===== src/rtl/freq_div_pkg.sv =====
// Shared definitions for the power-of-two divider checker path.
// Provides the default code width, the derived maximum run length,
// the detector FSM state type and run-length helper functions.
package freq_div_pkg;

    localparam int unsigned SEL_W_DEF = 3;
    // Largest half period the divider can produce: 2^(2^SEL_W-1) clk.
    localparam int unsigned MAX_RUN   = 1 << ((1 << SEL_W_DEF) - 1);

    typedef enum logic [1:0] {
        IDLE = 2'd0,
        ACQ  = 2'd1,
        LOCK = 2'd2
    } fdet_state_t;

    function automatic int unsigned max_run_for(input int unsigned sel_w);
        return 1 << ((1 << sel_w) - 1);
    endfunction

    function automatic logic is_pow2(input int unsigned len);
        return (len != 0) && ((len & (len - 1)) == 0);
    endfunction

    // Index of the highest set bit; only meaningful for powers of two.
    function automatic int unsigned len_log2(input int unsigned len);
        int unsigned r;
        r = 0;
        for (int i = 0; i < 32; i++) begin
            if (len[i]) r = i;
        end
        return r;
    endfunction

endpackage


===== src/rtl/freq_edge_detect.sv =====
// Front end of the ratio detector: registers the divided waveform,
// flags either-polarity transitions and counts clocks since the last one.
// Ports:
//   clk, rst   system clock, synchronous active-high reset
//   div_in     divided waveform (synchronous to clk)
//   edge_seen  high for one cycle after a transition reaches sig_q
//   run        clocks since the last edge, saturating at MAX_RUN_P
module freq_edge_detect #(
    parameter int unsigned RUN_W     = 8,
    parameter int unsigned MAX_RUN_P = 128
) (
    input  logic             clk,
    input  logic             rst,
    input  logic             div_in,
    output logic             edge_seen,
    output logic [RUN_W-1:0] run
);

    logic sig_q;
    logic sig_p;

    assign edge_seen = sig_q ^ sig_p;

    always_ff @(posedge clk) begin
        if (rst) begin
            sig_q <= 1'b0;
            sig_p <= 1'b0;
            run   <= '0;
        end else begin
            sig_q <= div_in;
            sig_p <= sig_q;
            if (edge_seen) begin
                run <= '0;
            end else if (run != RUN_W'(MAX_RUN_P)) begin
                // Saturation keeps a stalled input from wrapping into a
                // plausible-looking run length.
                run <= run + 1'b1;
            end
        end
    end

endmodule


===== src/rtl/freq_ratio_detector.sv =====
// Recovers the divide select of a power-of-two clock divider from its
// output waveform and reports lock once the recovered code is stable.
// Ports:
//   clk, rst    system clock, synchronous active-high reset
//   div_in      divided waveform under test
//   sel_out     last valid recovered code (half period 2^sel_out clk)
//   code_valid  one-cycle pulse: sel_out was just written by a valid run
//   locked      level: LOCK_CNT equal codes seen with no error since
//   err         one-cycle pulse: malformed run length or timeout
//   state_dbg   current FSM state, for observation only
// Output semantics: code_valid and err are unconditional pulses with no
// back-pressure; a consumer must capture sel_out on the code_valid cycle.
module freq_ratio_detector
    import freq_div_pkg::*;
#(
    parameter int unsigned SEL_W    = SEL_W_DEF,
    parameter int unsigned LOCK_CNT = 4
) (
    input  logic             clk,
    input  logic             rst,
    input  logic             div_in,
    output logic [SEL_W-1:0] sel_out,
    output logic             code_valid,
    output logic             locked,
    output logic             err,
    output fdet_state_t      state_dbg
);

    localparam int unsigned MAX_CODE = (1 << SEL_W) - 1;
    localparam int unsigned RUN_MAX  = max_run_for(SEL_W);
    localparam int unsigned RUN_W    = MAX_CODE + 1;
    // One spare bit so the increment past LOCK_CNT=1 cannot wrap.
    localparam int unsigned MATCH_W  = $clog2(LOCK_CNT + 1) + 1;

    logic               edge_seen;
    logic [RUN_W-1:0]   run;

    freq_edge_detect #(
        .RUN_W     (RUN_W),
        .MAX_RUN_P (RUN_MAX)
    ) u_edge (
        .clk       (clk),
        .rst       (rst),
        .div_in    (div_in),
        .edge_seen (edge_seen),
        .run       (run)
    );

    fdet_state_t        state, state_n;
    logic [MATCH_W-1:0] match, match_n, match_inc;
    logic [SEL_W-1:0]   sel_n;
    logic               code_valid_n;
    logic               err_n;

    logic [RUN_W:0]     run_len;
    logic               len_ok;
    logic [SEL_W-1:0]   len_code;
    logic               run_full;

    // Length of the run ending at this edge; a saturated counter yields
    // MAX_RUN+1, which fails the range check, so an edge there is invalid.
    assign run_len  = {1'b0, run} + 1'b1;
    assign len_ok   = is_pow2(32'(run_len)) && (32'(run_len) <= RUN_MAX);
    assign len_code = SEL_W'(len_log2(32'(run_len)));
    assign run_full = (run == RUN_W'(RUN_MAX));

    assign match_inc = ((len_code == sel_out) && (match != '0)) ?
                       match + 1'b1 : MATCH_W'(1);

    always_comb begin
        state_n      = state;
        match_n      = match;
        sel_n        = sel_out;
        code_valid_n = 1'b0;
        err_n        = 1'b0;
        case (state)
            IDLE: begin
                // The run ending here started at an unknown point: discard.
                if (edge_seen) state_n = ACQ;
            end
            ACQ, LOCK: begin
                if (edge_seen) begin
                    if (len_ok) begin
                        code_valid_n = 1'b1;
                        sel_n        = len_code;
                        if (state == ACQ) begin
                            match_n = match_inc;
                            if (match_inc >= MATCH_W'(LOCK_CNT)) state_n = LOCK;
                        end else if (len_code != sel_out) begin
                            err_n   = 1'b1;
                            match_n = MATCH_W'(1);
                            state_n = ACQ;
                        end
                    end else begin
                        err_n   = 1'b1;
                        match_n = '0;
                        state_n = ACQ;
                    end
                end else if (run_full) begin
                    err_n   = 1'b1;
                    match_n = '0;
                    state_n = IDLE;
                end
            end
            default: state_n = IDLE;
        endcase
    end

    always_ff @(posedge clk) begin
        if (rst) begin
            state      <= IDLE;
            match      <= '0;
            sel_out    <= '0;
            code_valid <= 1'b0;
            err        <= 1'b0;
            locked     <= 1'b0;
        end else begin
            state      <= state_n;
            match      <= match_n;
            sel_out    <= sel_n;
            code_valid <= code_valid_n;
            err        <= err_n;
            locked     <= (state == LOCK);
        end
    end

    assign state_dbg = state;

endmodule


===== config.mk =====
export PLATFORM = sky130hd
export DESIGN_NAME = freq_ratio_detector
export DESIGN_NICKNAME = d
export VERILOG_FILES = /design/src/rtl/freq_div_pkg.sv /design/src/rtl/freq_edge_detect.sv /design/src/rtl/freq_ratio_detector.sv
export SDC_FILE = /design/constraint.sdc
export NUM_CORES = 1
export LEC_CHECK = 0
export CAP_MARGIN = 20
export CORE_ASPECT_RATIO = 1.2
export CORE_MARGIN = 2
export CORE_UTILIZATION = 30
export DETAILED_ROUTE_END_ITERATION = 12
export PLACE_DENSITY_LB_ADDON = 0.05
export SLEW_MARGIN = 20
export SYNTH_ARGS = -nofsm -noshare
export SYNTH_HDL_FRONTEND = slang
export SYNTH_HIERARCHICAL = 1
export SYNTH_SLANG_ARGS = --single-unit

===== constraint.sdc =====
create_clock -name clk -period 4.1 [get_ports clk]
set_clock_uncertainty 0.1 [all_clocks]
set_input_delay 0.82 -clock clk [delete_from_list [all_inputs] [get_ports clk]]
set_output_delay 0.82 -clock clk [all_outputs]
set_load 0.02 [all_outputs]

-- Word-level counts from Yosys, hierarchy flattened
Index checks and enable logic that the tools add are counted.
W data, S select, Z words.
- bits of input ports: 3
- register bits after elaboration: 22
- word-level logic and storage cells: 73
- output and inout bits: 8
- multiplexer cells: 28
- add/subtract/negate cells: 4
- bitwise gates (word level): 4
- equal/unequal tests: 11
- reductions and logical operators: 15
- magnitude comparators: 2
- operators with widths (kind ; count):
    $and A9 B32 Y32 ; 1
    $logic_not A32 Y1 ; 1
    $mux W4 ; 6
    $mux W3 ; 7
    $mux W2 ; 7
    $ne A5 B5 Y1 const B ; 2
    $sub A9 B1 Y10 const B ; 1
    $add A8 B1 Y9 const B ; 1
    $le A9 B8 Y1 const B ; 1
    $reduce_bool A9 Y1 ; 1
    $add A8 B1 Y8 const B ; 1
    $eq A8 B8 Y1 const B ; 1
    $ne A8 B8 Y1 const B ; 1
    $mux W1 ; 7
    $reduce_and A3 Y1 ; 2
    $reduce_or A2 Y1 ; 3
    $add A4 B1 Y4 const B ; 1
    $ge A4 B3 Y1 const B ; 1
    $ne A4 B2 Y1 const B ; 1
    $pmux W2 S2 ; 1
    $reduce_and A4 Y1 ; 1
    $reduce_bool A4 Y1 ; 1
    $eq A3 B3 Y1 ; 1
    $logic_and A1 B1 Y1 ; 3
    10 further kinds ; 11

-- Depth between registers and ports, before layout
- word-level depth: 18
- depth in mapped cells: 13
- depth with buffers taken out: 12

-- By module
Netlist, hierarchy kept.
- by module, submodules not included (module ; times used ; area an instance (um2) ; seq. area each (um2) ; cells an instance):
    freq_ratio_detector ; 1 ; 1375.1 ; 240.2 ; 189
    freq_edge_detect ; 1 ; 470.5 ; 200.2 ; 52

-- Worst setup path after synthesis
Ideal clock, no wire load.
- kind: reg2reg
- start: register u_edge.run[1]
- end: register match[3]
- stages on the path, launching flop included: 13
- library setup time: 0.070 ns
- period minus slack after synthesis: 3.067 ns
- data arrival time: 2.897 ns
- required time: 3.930 ns
- path slack: 1.033 ns
- path buffers: 1
- cells stage by stage: dfxtp_1 -> ha_1 -> buf_2 -> inv_1 -> ha_1 -> o21a_1 -> or2_2 -> or4_4 -> nand3_2 -> nand4_4 -> or3b_1 -> a21oi_1 -> o2bb2ai_1
- longest elaborated chain between the ends: 15
- elaborated cells on any way between the ends: 27
- those cells by class: add/sub: 2; order compare: 1; eq/ne: 4; mux: 12; bitwise: 1; reduce/logical: 7
- ends and longest elaborated chain (what ; RTL line ; RTL):
    start: declaration ; freq_edge_detect.sv:16 ; output logic [RUN_W-1:0] run
    start signal: assignment ; freq_edge_detect.sv:37 ; run <= run + 1'b1;
    $add A8 B1 Y9 ; freq_ratio_detector.sv:62 ; assign run_len = {1'b0, run} + 1'b1;
    $mux W1 ; freq_div_pkg.sv:29 ; if (len[i]) r = i;
    $mux W3 (7 in a row) ; freq_div_pkg.sv:29 ;
    $eq A3 B3 Y1 ; freq_ratio_detector.sv:67 ; assign match_inc = ((len_code == sel_out) && (match != '0)) ?
    $logic_and A1 B1 Y1 ; freq_ratio_detector.sv:67 ;
    $mux W4 ; freq_ratio_detector.sv:67 ;
    $mux W4 ; freq_ratio_detector.sv:86 ; if (state == ACQ) begin
    $mux W4 ; freq_ratio_detector.sv:83 ; if (len_ok) begin
    $mux W4 ; freq_ratio_detector.sv:82 ; if (edge_seen) begin
    end signal: assignment ; freq_ratio_detector.sv:119 ; match <= match_n;
    end: declaration ; freq_ratio_detector.sv:50 ; logic [MATCH_W-1:0] match, match_n, match_inc;
Parallel ways exist; a longest one is shown, timed or not.
A chain may end at the register's enable or synchronous reset.

-- Worst setup path in the final report
- start: register u_edge.run[3]
- end: register match[3]
- longest elaborated chain between the ends: 13
- elaborated cells on any way between the ends: 25
- those cells by class: add/sub: 2; order compare: 1; eq/ne: 4; mux: 10; bitwise: 1; reduce/logical: 7
- ends and longest elaborated chain (what):
    parallel branches: the longest is 13 deep, another holds $sub A9 B1 Y10
Several ways; the timed one is not identified.

==> impl_metrics.env <==
export IMPL_status="completed"
export IMPL_synth_area_sq_um=1850
export IMPL_hp_class="reg -> reg"
export IMPL_syn_to_final_growth_pct=13.7
export IMPL_syn_nets=256
export IMPL_wire_per_inst_um=14.3
export IMPL_port_buffers=10
export IMPL_fmax_ghz=0.294
export IMPL_internal_power_mw=0.381
export IMPL_htreeDepth=1
export IMPL_antenna_cells=0
export IMPL_hold_depth=1
export IMPL_synth_area_leaders="dfxtp_1 (24%), ha_1 (8.1%), a21oi_1 (6.2%), nor2_1 (4.3%), nand2_1 (4.1%)"
export IMPL_regArea_sq_um=440
export IMPL_die_height_um=89.9
export IMPL_async_flop_share_pct=0
export IMPL_drt_total_wl_um=4780
export IMPL_avgSynthCellArea_sq_um=7.66
export IMPL_row_count=31
export IMPL_ant_nets=0
export IMPL_gp_routability_congestion=0.801
export IMPL_clk_path_buf_depth=2
export IMPL_antenna_found_initial=0
export IMPL_drv_slew=0
export IMPL_remaining_drc_errors=0
export IMPL_multi_input_area_sq_um=1280
export IMPL_p_leak_nw=0.740
export IMPL_drt_iter0_drc=69
export IMPL_p_sw_share_pct=34.5
export IMPL_required_ns=4.20
export IMPL_yosys_area_top_type_share_pct=23.9
export IMPL_nNetsFinal=269
export IMPL_critPathMaxStageDelay_ns=0.82
export IMPL_crit_top_cell="or4_4"
export IMPL_setup_worst_path_end_class="flop"
export IMPL_reg2regPathDepth=9
export IMPL_rsz0062_at_grt="no"
export IMPL_drv_cap=0
export IMPL_cts_sinks=22
export IMPL_power_mw=0.582
export IMPL_grt_pass1_wl_um=8230
export IMPL_fill_cells=651
export IMPL_cp_arrival_ns=3.51
export IMPL_cp_depth=9
export IMPL_synth_largest_area_cell="dfxtp_1"
export IMPL_layout_setup_ws_ns=0.695
export IMPL_synth_flop_cell="dfxtp_1"
export IMPL_critical_path_slowest_cell="dfxtp_1"
export IMPL_clkPwrFrac_pct=28.0
export IMPL_finalCritPeriodShare_pct=83.1
export IMPL_drive_above_1_share_pct=10.3
export IMPL_cts_hold_buf=0
export IMPL_dp_cells=331
export IMPL_first_pass_iters=4
export IMPL_dieArea_sq_um=6800
export IMPL_clk_pin_slew_worst_paths_ns=0.09
export IMPL_crit_chain="nand3_4 -> or4_4 -> and2_4 -> or4_4 -> nand3_2 -> nand4_4 -> or3b_1 -> a21oi_1 -> o2bb2ai_1"
export IMPL_ys_ff_latch=22
export IMPL_hpwl_um=3560
export IMPL_cts_buffers=3
export IMPL_post_place_ws_ns=0.710
export IMPL_cellPowerDensity_nw_per_um2=277
export IMPL_whs_ns=0.386
export IMPL_cp_max_fo=20
export IMPL_cts_root_buf="clkbuf_8"
export IMPL_pwr_share_comb_pct=31.5
export IMPL_initial_core_util_pct=30.7
export IMPL_synth_enable_flop_cells=0
export IMPL_critical_path_top_delay_family="simple AND/OR/NAND/NOR gates"
export IMPL_setup_viol=0
export IMPL_fin_setup_tns_ns=0
export IMPL_grt_max_degree=21
export IMPL_yosysSeqAreaShare_pct=23.9
export IMPL_slew_headroom_pct=49.8
export IMPL_ys_types=58
export IMPL_overflow=0
export IMPL_clk_latency_ns=0.27
export IMPL_postCtsSetupBuffers=0
export IMPL_cp_start_kind="flop"
export IMPL_hold_viol=0
export IMPL_first_global_vias=1628
export IMPL_ctsResizeCount=0
export IMPL_routed_via_density=5.16
export IMPL_dieWidth_um=75.6
export IMPL_grt_usage_pct=15.2
export IMPL_seq_power_share_pct=40.6
export IMPL_synthCells=241
export IMPL_switchingPower_mw=0.201
export IMPL_post_route_min_period_ns=3.41
export IMPL_criticalPathCategory="reg -> reg"
export IMPL_core_sq_um=6010
export IMPL_num_vias=1730
export IMPL_final_cells=335
export IMPL_io_pins=11
export IMPL_cts_tree="built"
export IMPL_cp_num_buf_inv=0
export IMPL_worstMarginPinSlew_ns=0.752
export IMPL_ir_drop_v=0.0000978
export IMPL_ys_warnings_count=6
placed cells by master (no fill, tap or decap), drive strengths merged, types with 4 or more instances in the layout:
master	netlist	layout
a21oi	23	23
dfxtp	22	22
nor2	21	21
nand2	20	20
inv	17	17
o21ai	16	16
nand3	14	14
ha	12	12
clkdlybuf4s50	0	10
buf	10	8
nor3	7	7
nand2b	5	5
xor2	5	5
nor2b	4	4
or3	4	4
xnor2	4	4
clkbuf	0	4
synthesized netlist by cell type, types with 5 or more instances:
cell	number
buf_2	7
a21oi_1	23
nand2b_1	5
ha_1	12
nand3_1	12
dfxtp_1	22
nor3_1	7
xor2_1	5
nor2_1	21
nand2_1	20
inv_1	17
o21ai_0	15
per-stage QoR:
| stage | cell area (sq um) | utilization, % |
|---|---|---|
| 5_1_grt | 2100 | 34.9 |
| 6_report | 2100 | 34.9 |
| 3_3_place_gp | 2040 | 34.0 |
| 4_1_cts | 2100 | 34.9 |
| 3_5_place_dp | 2040 | 34.0 |
| 2_1_floorplan | 1850 | - |
cell families (layout without fill, tap and decap cells):
family                     after synthesis  in the layout  synth area share [%]
muxes                                    1              1                 0.542
buffers and inverters                   27             39                  6.98
AOI/OAI and AO/OA                       68             68                  24.3
adders and majority gates               12             12                  8.14
xor gates and xnor gates                 9              9                  4.27
and+or+nand+nor                        102            102                  31.9
DFF                                     22             22                  23.9
registers in the layout, summed over array words and instances, names as in the netlist:
signal	count
u_edge/run	8
match	4
sel_out	3
state_dbg	2
code_valid	1
err	1
locked	1
u_edge/sig_p	1
u_edge/sig_q	1
layout make-up:
cell class / count / share of cell area [%]
clock buffers: 4 / 2.62
inverters: 17 / 3.04
multi-input cells: 192 / 60.8
flip-flops and latches: 22 / 21.0
well taps: 82 / 4.89
repair buffers: 18 / 7.63
power groups by stage:
stage | clock network [mW] | logic, mW | registers [mW]
floorplan | 0 | 0.120 | 0.248
global placement | 0 | 0.188 | 0.241
global route | 0.178 | 0.205 | 0.239
detailed placement | 0 | 0.184 | 0.241
CTS | 0.170 | 0.184 | 0.237
finish | 0.163 | 0.183 | 0.236
worst reg2reg max path: cells and delay by family (launching register included):
kind             cells  cell delay, ns
AND/OR/NAND/NOR      7            2.17
flip-flops           1            0.82
AO/OA/AOI/OAI        2            0.25
final timing paths:
path | start | to | slack [ns]
hold / removal | u_edge/sig_q | u_edge/sig_p | 0.39
setup reg to reg | u_edge/run[3] | match[3] | 0.69
hold reg to reg | u_edge/sig_q | u_edge/sig_p | 0.39
setup / recovery | u_edge/run[3] | match[3] | 0.69
per-layer routing:
metal | routed length, um | share of wire, % | global-route usage (%)
met5 | 0 | 0 | 0
met4 | 63 | 1.3 | 3.51
met3 | 97 | 2.0 | 1.68
met2 | 2410 | 50 | 24.6
met1 | 2210 | 46 | 21.3
No activity file was read; power rests on OpenSTA's default activity.
==> RTL change 1: new RTL, same flow settings <==
Add an input register stage for `div_in`, with the module's reset; this delays it by one clock.
--- a/src/rtl/freq_ratio_detector.sv
+++ b/src/rtl/freq_ratio_detector.sv
@@ -33,4 +33,14 @@
     localparam int unsigned MATCH_W  = $clog2(LOCK_CNT + 1) + 1;
 
+    logic div_q;
+
+    always_ff @(posedge clk) begin
+        if (rst) begin
+            div_q <= '0;
+        end else begin
+            div_q <= div_in;
+        end
+    end
+
     logic               edge_seen;
     logic [RUN_W-1:0]   run;
@@ -42,5 +52,5 @@
         .clk       (clk),
         .rst       (rst),
-        .div_in    (div_in),
+        .div_in    (div_q),
         .edge_seen (edge_seen),
         .run       (run)
Function: changed (Yosys sat finds a counterexample within 4 cycles, from zero or initial values and one cycle with rst high).
==> RTL change 1 against the unedited design <==
Core utilization is 0.70 points lower; wire length is 8.8% higher; design area is 5.1% higher; total power is 5.3% higher; sequential cell count is 1 higher; global-route usage is 0.60 points lower; area after synthesis is 9.0% higher; setup slack better by 0.026 ns; critical endpoint is now state_dbg[1].
==> RTL change 1: results (changes against the unedited design) <==
route:
  wire_per_inst_um: 15.43  # +8.1%
  dr_wl_met3_um: 122  # +26%
  wl_met1_um: 2286  # +3.5%
  drtIter0Drc: 43  # -38%
pwr:
  power_density_nw_per_um2: 278.0  # +0.25%
  ir_worst_vdd_v: 0.0001068  # +9.2%
  p_leak_nw: 0.8171  # +10%
  pwr-share-comb_pct: 35.9  # +4.4 points
finish:
  drive_above_1_share_pct: 9.921  # -0.36 points
  n_sequential_cell: 23  # +4.5%
  final_cells: 337  # +0.60%
  final-clk-cell-share_pct: 2.043  # -0.58 points
  num-nonclk-inverters: 15  # -2
  nNetsFinal: 268  # -0.37%
global_route:
  grtUsageMet2_pct: 26.64  # +2.1 points
  grt.met1_usage_pct: 18.41  # -2.9 points
  grt_pass1_wl_um: 8514  # +3.4%
timing:
  worstMarginPinSlew_ns: 0.7077  # -0.04453 ns
logic_synthesis:
  synthAdderAreaFrac_pct: 7.463  # -0.67 points
  synth_xor_area_share_pct: 4.726  # +0.46 points
  netlist_top_cells_count: "23 x dfxtp_1, 18 x nand2_1, 17 x a21oi_1"
  synth.area.mux_share_pct: 1.493  # +0.95 points
  yosysSeqAreaShare_pct: 22.89  # -0.98 points
  synth.distinct_cells: 64  # +10%
  synth-compound-area-share_pct: 26.24  # +1.9 points
placed_design:
  dp_hpwl_um: 3913  # +9.8%
setup_path:
  cp_max_fo: 14  # -30%
status:
  outcome: "finished clean"
-- RTL change 1: changes by cell type in the layout (fill, tap and decap cells not counted), moves of 3 or more --
cell	before	now
o311ai_1	0	3
nor2_1	21	14
and3_1	1	6
o21ai_0	15	11
nand3_1	12	15
a21o_1	0	3
or3_1	4	7
a21oi_1	23	17
nand3b_1	3	0
buf_4	8	3
-- RTL change 1: final timing paths --
| kind | start | end | slack, ns | cells past startpoint |
|---|---|---|---|---|
| setup / recovery | u_edge/run[0] | state_dbg[1] | 0.72 | 11 |
| hold / removal | div_q | u_edge/sig_q | 0.36 | 1 |
| setup reg to reg | u_edge/run[0] | state_dbg[1] | 0.72 | 11 |
| hold reg to reg | div_q | u_edge/sig_q | 0.36 | 1 |
-- RTL change 1: stage by stage --
stage	instance area (sq um)	hold slack [ns]	utilization (%)
after CTS	2205	0.3710	34.20
final	2205	0.3641	34.20
after global routing	2205	0.3810	34.20
after floorplan	2012	0.3138	-
after global placement	2160	0.3492	33.50
after detailed placement	2160	0.3416	33.50
==> RTL change 2: new RTL, same flow settings <==
Without the edit above. The package constant `SEL_W_DEF` goes from 3 to 2.
--- a/src/rtl/freq_div_pkg.sv
+++ b/src/rtl/freq_div_pkg.sv
@@ -4,5 +4,5 @@
 package freq_div_pkg;
 
-    localparam int unsigned SEL_W_DEF = 3;
+    localparam int unsigned SEL_W_DEF = 2;
     // Largest half period the divider can produce: 2^(2^SEL_W-1) clk.
     localparam int unsigned MAX_RUN   = 1 << ((1 << SEL_W_DEF) - 1);
Interface: changed (resized sel_out); port bits go from 11 to 10. The function was not compared with the original's and may differ.
==> RTL change 2 against the unedited design <==
Sequential cell count down 5; hold slack worse by 0.0070 ns; setup slack better by 0.61 ns; design area down 35%; fmax up 22%; total power down 23%; sequential power down 19%; final cell count down 41%; first-iteration DRC count down 57%; area after synthesis down 37%; core utilization up 1.9 points; wire length down 48%; critical path depth unchanged; largest power group unchanged; highest routed layer unchanged.
==> RTL change 2: results (changes against the unedited design) <==
logic_synthesis:
  synth_xor_area_share_pct: 4.497  # +0.23 points
  netlist_top_cells_count: "17 x dfxtp_1, 12 x ha_1, 11 x nor2_1"
  synth.area.mux_share_pct: 4.711  # +4.2 points
  synth_area_leaders: "dfxtp_1 29%, ha_1 13%, a31oi_1 4.3%"
  avgSynthCellArea_sq_um: 8.593  # +12%
  synth.distinct_cells: 42  # -28%
timing:
  timing.hold.ws_ns: 0.3787  # -0.007013 ns
  fin_crit_sh_pct: 68.20  # -15 points
finish:
  drive_above_1_share_pct: 8.219  # -2.1 points
  design_area_sq_um: 1358  # -35%
  num-nonclk-inverters: 9  # -8
  nNonClkBuffers: 9  # -9
  final_cells: 198  # -41%
  fillers: 394  # -39%
  top_regs: "match (4), u_edge/run (4)"
pwr:
  ir_worst_vdd_v: 0.0001580  # +62%
  p_leak_nw: 0.5153  # -30%
setup_path:
  r2r-start: "u_edge/run[1]"
  reg2reg_setup_slack_ns: 1.30  # +0.61 ns
  crit_family: "compound AO/OA/AOI/OAI gates"
route:
  drtIter0Drc: 30  # -57%
  viasPerCell: 5.045  # -2.3%
  routed_wl_um: 2479  # -48%
placed_design:
  place.gp.congestion: 0.7664  # -4.3%
  place_area_sq_um: 1311  # -36%
  dp.cells: 194  # -41%
  dp_slack_ns: 1.315  # +0.6050 ns
global_route:
  grt_pass1_wl_um: 4181  # -49%
  gr-usage-all-layers_pct: 12.61  # -2.6 points
status:
  outcome: "finished clean"
RTL change 2: metal layers:
metal,vias up,GRT usage [%]
li1,513,-
met1,470,16.43
met2,12,20.91
met3,4,2.139
met4,0,3.865
met5,-,0
RTL change 2: logic make-up after synthesis:
kind of cell | count (synthesis)
flops | 17
simple gates | 51
buf+inv | 12
fa+ha+maj | 12
xor+xnor | 6
mux | 5
compound gates | 33
RTL change 2: worst max path at each step:
stage	depth (start not counted)	startpoint	to
after floorplan	9	u_edge/run[1]	state_dbg[0]
after global placement	9	u_edge/run[1]	state_dbg[0]
after detailed placement	9	u_edge/run[1]	state_dbg[0]
after CTS	9	u_edge/run[1]	state_dbg[0]
after global routing	9	u_edge/run[1]	match[3]
final	9	u_edge/run[1]	state_dbg[0]
RTL change 2: power by group:
group	switching, mW	internal, mW	leakage [nW]
clock network	0.0589	0.0674	0.0255
registers	0.0150	0.175	0.138
logic	0.0754	0.0560	0.352
